`config.mk`:
```
export PLATFORM = sky130hd
export DESIGN_NAME = uart_tx_arbiter
export DESIGN_NICKNAME = d
export VERILOG_FILES = /design/src/rtl/uart_tx_arbiter.sv
export SDC_FILE = /design/constraint.sdc
export NUM_CORES = 1
export LEC_CHECK = 0
export ABC_AREA = 1
export BUFFER_PORTS_ARGS = -buffer_cell sky130_fd_sc_hd__buf_2
export CORE_MARGIN = 2
export CORE_UTILIZATION = 50
export CTS_BUF_LIST = sky130_fd_sc_hd__clkbuf_8
export DETAILED_ROUTE_END_ITERATION = 10
export PLACE_DENSITY = 0.75
export SYNTH_ARGS = -nofsm -noshare
export SYNTH_HDL_FRONTEND = slang
export SYNTH_SLANG_ARGS = --single-unit
```
`constraint.sdc`:
```
create_clock -name clk -period 1.85 [get_ports clk]
set_input_delay 0.37 -clock clk [delete_from_list [all_inputs] [get_ports clk]]
set_output_delay 0.37 -clock clk [all_outputs]
set_load 0.005 [all_outputs]
```
`src/rtl/uart_tx_arbiter.sv`:
```
// Round-robin arbiter sharing one UART transmitter among NUM_REQ packet sources.
// Drives the Tx_EN / Tx_WR / busy handshake one byte at a time and flags a dead transmitter.
module uart_tx_arbiter #(
  parameter int NUM_REQ      = 4,
  parameter int BUSY_TIMEOUT = 16,
  parameter int MAX_BURST    = 16
) (
  input  logic                 clk,
  input  logic                 reset,
  input  logic [NUM_REQ-1:0]   req,
  input  logic [8*NUM_REQ-1:0] req_data,
  input  logic [NUM_REQ-1:0]   req_last,
  output logic [NUM_REQ-1:0]   grant,
  output logic [NUM_REQ-1:0]   ack,
  output logic [7:0]           tx_data,
  output logic                 tx_en,
  output logic                 tx_wr,
  input  logic                 tx_busy,
  input  logic                 err_clr,
  output logic                 timeout_err
);

  localparam int IW = (NUM_REQ > 1) ? $clog2(NUM_REQ) : 1;
  localparam int CW = $clog2(BUSY_TIMEOUT + 1);
  localparam int BW = $clog2(MAX_BURST + 1);

  typedef enum logic [2:0] {
    IDLE      = 3'd0,
    WRITE     = 3'd1,
    WAIT_BUSY = 3'd2,
    WAIT_DONE = 3'd3,
    RELEASE   = 3'd4
  } state_e;

  state_e             state_q, state_d;
  logic [IW-1:0]      ptr_q, ptr_d;
  logic [IW-1:0]      owner_q, owner_d;
  logic [CW-1:0]      cnt_q, cnt_d;
  logic [BW-1:0]      burst_q, burst_d;
  logic               last_q, last_d;
  logic [NUM_REQ-1:0] grant_q, grant_d;
  logic [NUM_REQ-1:0] ack_q, ack_d;
  logic [7:0]         tx_data_q, tx_data_d;
  logic               tx_en_q, tx_en_d;
  logic               tx_wr_q, tx_wr_d;
  logic               err_q, err_d;

  logic               win_found_s;
  logic [IW-1:0]      win_idx_s;
  logic [IW-1:0]      cand_s;
  logic [IW-1:0]      sel_s;
  logic               load_s;
  logic               release_s;

  function automatic logic [NUM_REQ-1:0] onehot(input logic [IW-1:0] idx);
    onehot = {{(NUM_REQ-1){1'b0}}, 1'b1} << idx;
  endfunction

  // Round-robin winner: scanning from high offset to low lets the lowest offset from ptr win.
  always_comb begin
    win_found_s = 1'b0;
    win_idx_s   = {IW{1'b0}};
    cand_s      = {IW{1'b0}};
    for (int i = NUM_REQ - 1; i >= 0; i--) begin
      cand_s      = IW'((int'(ptr_q) + i) % NUM_REQ);
      win_found_s = win_found_s | req[cand_s];
      win_idx_s   = req[cand_s] ? cand_s : win_idx_s;
    end
  end

  // Next-state and next-output logic for the transmit sequencer.
  always_comb begin
    state_d   = state_q;
    ptr_d     = ptr_q;
    owner_d   = owner_q;
    cnt_d     = cnt_q;
    burst_d   = burst_q;
    last_d    = last_q;
    grant_d   = grant_q;
    ack_d     = {NUM_REQ{1'b0}};
    tx_data_d = tx_data_q;
    tx_en_d   = tx_en_q;
    tx_wr_d   = 1'b0;
    err_d     = err_clr ? 1'b0 : err_q;
    load_s    = 1'b0;
    release_s = 1'b0;
    sel_s     = (state_q == IDLE) ? win_idx_s : owner_q;

    case (state_q)
      IDLE: begin
        load_s = win_found_s & ~tx_busy;
      end
      WRITE: begin
        cnt_d   = {CW{1'b0}};
        state_d = WAIT_BUSY;
      end
      WAIT_BUSY: begin
        if (tx_busy) begin
          state_d = WAIT_DONE;
        end else if ((cnt_q + CW'(1)) >= CW'(BUSY_TIMEOUT - 1)) begin
          cnt_d     = cnt_q + CW'(1);
          err_d     = 1'b1;
          release_s = 1'b1;
        end else begin
          cnt_d = cnt_q + CW'(1);
        end
      end
      WAIT_DONE: begin
        if (tx_busy) begin
          state_d = WAIT_DONE;
        end else if (last_q || !req[owner_q] || (burst_q >= BW'(MAX_BURST))) begin
          release_s = 1'b1;
        end else begin
          load_s = 1'b1;
        end
      end
      RELEASE: begin
        state_d = IDLE;
      end
      default: begin
        state_d = IDLE;
      end
    endcase

    // Loading a byte is identical for a fresh grant and a burst continuation.
    if (load_s) begin
      state_d   = WRITE;
      owner_d   = sel_s;
      grant_d   = onehot(sel_s);
      ack_d     = onehot(sel_s);
      tx_data_d = req_data[{sel_s, 3'b000} +: 8];
      last_d    = req_last[sel_s];
      tx_en_d   = 1'b1;
      tx_wr_d   = 1'b1;
      burst_d   = (state_q == IDLE) ? BW'(1) : (burst_q + BW'(1));
    end else if (release_s) begin
      state_d = RELEASE;
      grant_d = {NUM_REQ{1'b0}};
      tx_en_d = 1'b0;
      ptr_d   = (owner_q == IW'(NUM_REQ - 1)) ? {IW{1'b0}} : (owner_q + IW'(1));
    end else begin
      owner_d = owner_q;
    end
  end

  // State and output registers.
  always_ff @(posedge clk or negedge reset) begin
    if (!reset) begin
      state_q   <= IDLE;
      ptr_q     <= {IW{1'b0}};
      owner_q   <= {IW{1'b0}};
      cnt_q     <= {CW{1'b0}};
      burst_q   <= {BW{1'b0}};
      last_q    <= 1'b0;
      grant_q   <= {NUM_REQ{1'b0}};
      ack_q     <= {NUM_REQ{1'b0}};
      tx_data_q <= 8'h00;
      tx_en_q   <= 1'b0;
      tx_wr_q   <= 1'b0;
      err_q     <= 1'b0;
    end else begin
      state_q   <= state_d;
      ptr_q     <= ptr_d;
      owner_q   <= owner_d;
      cnt_q     <= cnt_d;
      burst_q   <= burst_d;
      last_q    <= last_d;
      grant_q   <= grant_d;
      ack_q     <= ack_d;
      tx_data_q <= tx_data_d;
      tx_en_q   <= tx_en_d;
      tx_wr_q   <= tx_wr_d;
      err_q     <= err_d;
    end
  end

  assign grant       = grant_q;
  assign ack         = ack_q;
  assign tx_data     = tx_data_q;
  assign tx_en       = tx_en_q;
  assign tx_wr       = tx_wr_q;
  assign timeout_err = err_q;

endmodule

```
==> results by group <==
STA
  – Final setup violation count: 0
  – Relative max-transition margin: 0.692
  – Fmax: between 500 and 600 MHz
  – Share of the clock period used by the worst path: 0.995
  – Shortest clock period the worst path allows after layout: roughly 1.8 ns
  – Post-layout worst setup margin: approximately 0.010 ns
  – Setup repair after global routing missed its margin: yes
  – Transition time at the pin with the least slew margin: between 0.4 and 0.5 ns
  – Tightest hold margin: around 0.11 ns
  – Count of final max-slew check failures: 0
  – Worst clock skew: around 0.0039 ns
  – Final Hold Vio Count: 0

Global route
  – Number of global-route vias before repair: slightly above 2000
  – Aggregate global-route resource usage: 0.206
  – Number of antenna violations at the first check in global routing: 0
  – First-pass GRT wire length: approximately 8.5 mm
  – Total congestion overflow after global routing: 0
  – Pin count of the biggest net entering global routing: 38

Synthesis
  – Average instance area after synthesis: ~7.2 um^2
  – Most used DFF post-synth: sky130_fd_sc_hd__dfrtp_1
  – Share of flip-flops with an asynchronous set or reset after synthesis: 1.00
  – Largest cells by area after synthesis: sky130_fd_sc_hd__dfrtp_1 (40%), sky130_fd_sc_hd__nand2_1 (14%), sky130_fd_sc_hd__nand3_1 (9.2%)
  – Proportion of synthesized chip area in sequential cells: 0.396
  – Synth unique cells: 36
  – Number of instances in the synthesized netlist: around 320
  – Count of flip-flops with a built-in enable after synthesis: 0
  – Cell taking the most area after synthesis: sky130_fd_sc_hd__dfrtp_1
  – Area of the mapped netlist: between 2000 and 2500 um^2
  – Number of nets produced by synthesis: 371
  – Fraction of post-synthesis cell area in the top cell type by area: 0.396
  – Total of warnings raised by yosys: 0
  – Post-synthesis register bit count: 37

Layout
  – Cell area after layout: roughly 3100 um^2
  – Final net count: 457
  – Fin cells: roughly 460
  – Top library cells by usage in the layout, fill and taps aside: sky130_fd_sc_hd__nand2_1 (81), sky130_fd_sc_hd__buf_2 (62), sky130_fd_sc_hd__inv_1 (54)
  – Most common library cell in the layout ignoring fill and taps: sky130_fd_sc_hd__nand2_1
  – Share of the core filled with cells in the final layout: 0.713
  – Layout cells sized above 1: 0.363
  – Antenna diodes: 0
  – Area Growth Syn to Fin: 34.8%
  – Fill cell total of the finished layout: roughly 350

Route
  – Mean routed wirelength per cell: 12.2 um
  – Vias/cell: 5.02
  – Detailed-routing iteration count for the pre-antenna-repair pass: 4
  – Total vias in the final route: approximately 2300
  – Antenna Nets Post-Route: 0
  – Starting DRT DRC Count: just under 80
  – Total DRC errors in the routed layout: 0
  – Post-Route WL: approximately 5.6 mm

Setup path
  – Cell-by-cell listing of the critical path: clkinv_4 -> nand2_2 -> nand3_2 -> nand2_4 -> nand3_4 -> a21oi_4 -> nand2_8 -> buf_4 -> nand3_1 -> nand3_1 -> nand2_1 -> nand2_1 -> nand2_1
  – Endpoint required time on the critical path: 2.08 ns
  – Capturing element type of the critical path: flip-flop
  – Launching element type of the critical path: flip-flop
  – Maximum fanout along the worst path: 8
  – Most common cell type on the critical path: sky130_fd_sc_hd__nand2_1
  – Stage delay of the slowest cell on the critical path: around 0.47 ns
  – Type of the worst setup path: reg -> reg
  – Standard cell with the maximum stage delay on the critical path: sky130_fd_sc_hd__dfrtp_2
  – Arrival time worst endpoint: between 2 and 2.5 ns

Power
  – Power per unit of standard cell area: around 1800 nW/um^2
  – Static Leak: ~0.0018 uW
  – Worst ir drop on vdd: 905 uV

Die
  – Core ar.: about 4400 um^2
  – Starting utilization of the core area: 0.529
  – Die area: 5230 um^2
  – Die span in x: approximately 72 um
  – Standard-cell rows: 24
  – Height of the chip: approximately 72 um
  – I/O Pins: 63

Clock tree
  – Number of buffers created by CTS: 5
  – Clk Latency, worst-skew pair: 0.29 ns
  – H-tree depth reported by CTS: 2
  – Clock root buffer: sky130_fd_sc_hd__clkbuf_8
  – Clock sink count: 37
  – Largest buffer count on any clock path: 2
  – Clock edge transition at the registers on the reported setup and hold paths: 0.07 ns
  – TritonCTS clock tree: yes

Placement
  – Total placed instance area: ~2800 um^2
  – Number of cells in the design after placement: 444
  – Worst Setup Slack post-DPL: -0.0671 ns
  – Dpl hpwl: just under 4 mm
  – Last weighted congestion value of the routability-driven placer: just under 0.8
  – Port Buffer Count: a little over 60

Worst hold path
  – Min-Delay Path Class: in -> async

Run status
  – Result of the run: completed

Flow run
  – Max-capacitance violation count: 0
[Yosys cell counts (3+ instances only)]
| library cell | number |
|---|---|
| sky130_fd_sc_hd__a21oi_1 | 6 |
| sky130_fd_sc_hd__buf_6 | 3 |
| sky130_fd_sc_hd__dfrtp_1 | 37 |
| sky130_fd_sc_hd__ha_1 | 4 |
| sky130_fd_sc_hd__inv_1 | 55 |
| sky130_fd_sc_hd__inv_2 | 5 |
| sky130_fd_sc_hd__nand2_1 | 90 |
| sky130_fd_sc_hd__nand2_2 | 16 |
| sky130_fd_sc_hd__nand2_4 | 3 |
| sky130_fd_sc_hd__nand3_1 | 43 |
| sky130_fd_sc_hd__nand3_2 | 3 |
| sky130_fd_sc_hd__nor2_1 | 14 |
| sky130_fd_sc_hd__o21ai_0 | 12 |
| sky130_fd_sc_hd__o21ai_1 | 3 |
| sky130_fd_sc_hd__or2_1 | 4 |
[cell type report]
cell class	count	area, um^2	area share
Multi-Input combinational cell	220	1300	0.412
Timing Repair Buffer	82	493	0.157
Sequential cell	37	928	0.295
Clock inverter	2	33.8	0.0107
Inverter	63	249	0.0791
Clock buffer	6	82.6	0.0262
Tap cell	52	65.1	0.0207
[worst max-delay path, delay by kind of cell (launching register included)]
kind / cells / cell delay (ns)
buffers and inverters: 2 / 0.30
flip-flops: 1 / 0.47
AO/OA/AOI/OAI: 1 / 0.20
AND/OR/NAND/NOR: 10 / 0.82
[path summary, 6_finish.rpt]
path / cells after the start / to / slack [ns] / from
setup / recovery: 13 / tx_data[2]$_DFFE_PN0P_ / 0.01 / ptr_q[0]$_DFFE_PN0P_
hold / removal: 2 / cnt_q[4]$_DFFE_PN0P_ / 0.11 / reset
setup reg to reg: 13 / tx_data[2]$_DFFE_PN0P_ / 0.01 / ptr_q[0]$_DFFE_PN0P_
hold reg to reg: 2 / tx_en$_DFFE_PN0P_ / 0.47 / tx_en$_DFFE_PN0P_
max in group asynchronous: 2 / owner_q[0]$_DFFE_PN0P_ / 1.39 / reset
min in group clk: 2 / timeout_err$_DFF_PN0_ / 0.25 / err_clr
[report_power, final]
| group | switching (uW) | internal (uW) |
|---|---|---|
| logic | 2090 | 1430 |
| clock network | 284 | 434 |
| registers | 228 | 1120 |
[stage by stage]
stage / setup TNS (ns) / total power [uW]
after floorplan: 0 / 3390
after global placement: -0.00738 / 4140
after detailed placement: -0.329 / 4210
after CTS: 0 / 4940
after global routing: -1.06 / 6040
final: 0 / 5590
[cells by family (layout without fill, tap and decap cells)]
| group | count (synthesis) | in the layout | synth area share |
|---|---|---|---|
| AND/OR/NAND/NOR | 182 | 186 | 0.370 |
| buffers and inverters | 70 | 153 | 0.133 |
| flip-flops | 37 | 37 | 0.396 |
| AO/OA/AOI/OAI | 27 | 27 | 0.0680 |
| adder cells (fa/ha/maj) | 4 | 4 | 0.0214 |
| XOR/XNOR | 3 | 3 | 0.0113 |
[repair_timing]
item                       CTS  global route
buffers inserted             0             5
setup endpoints to repair   12            29
pin swaps                    0            11
gates resized for setup      2            41
cloned                       0             5
hold buffers                 0             0
[routing by layer]
layer,vias to the layer above,track usage,share of wire
met2,66,0.343,0.49
met5,-,0,0
met3,6,0.0542,0.058
met4,0,0.0566,0.0082
met1,1064,0.265,0.45
li1,1184,-,-
[flip-flops by register name, indices dropped and copies added (netlist names)]
signal,count
timeout_err,1
ack,4
tx_wr,1
cnt_q,5
tx_en,1
ptr_q,2
state_q,3
burst_q,5
owner_q,2
grant,4
tx_data,8
last_q,1
Note: power is estimated with default switching activity, not from simulation.
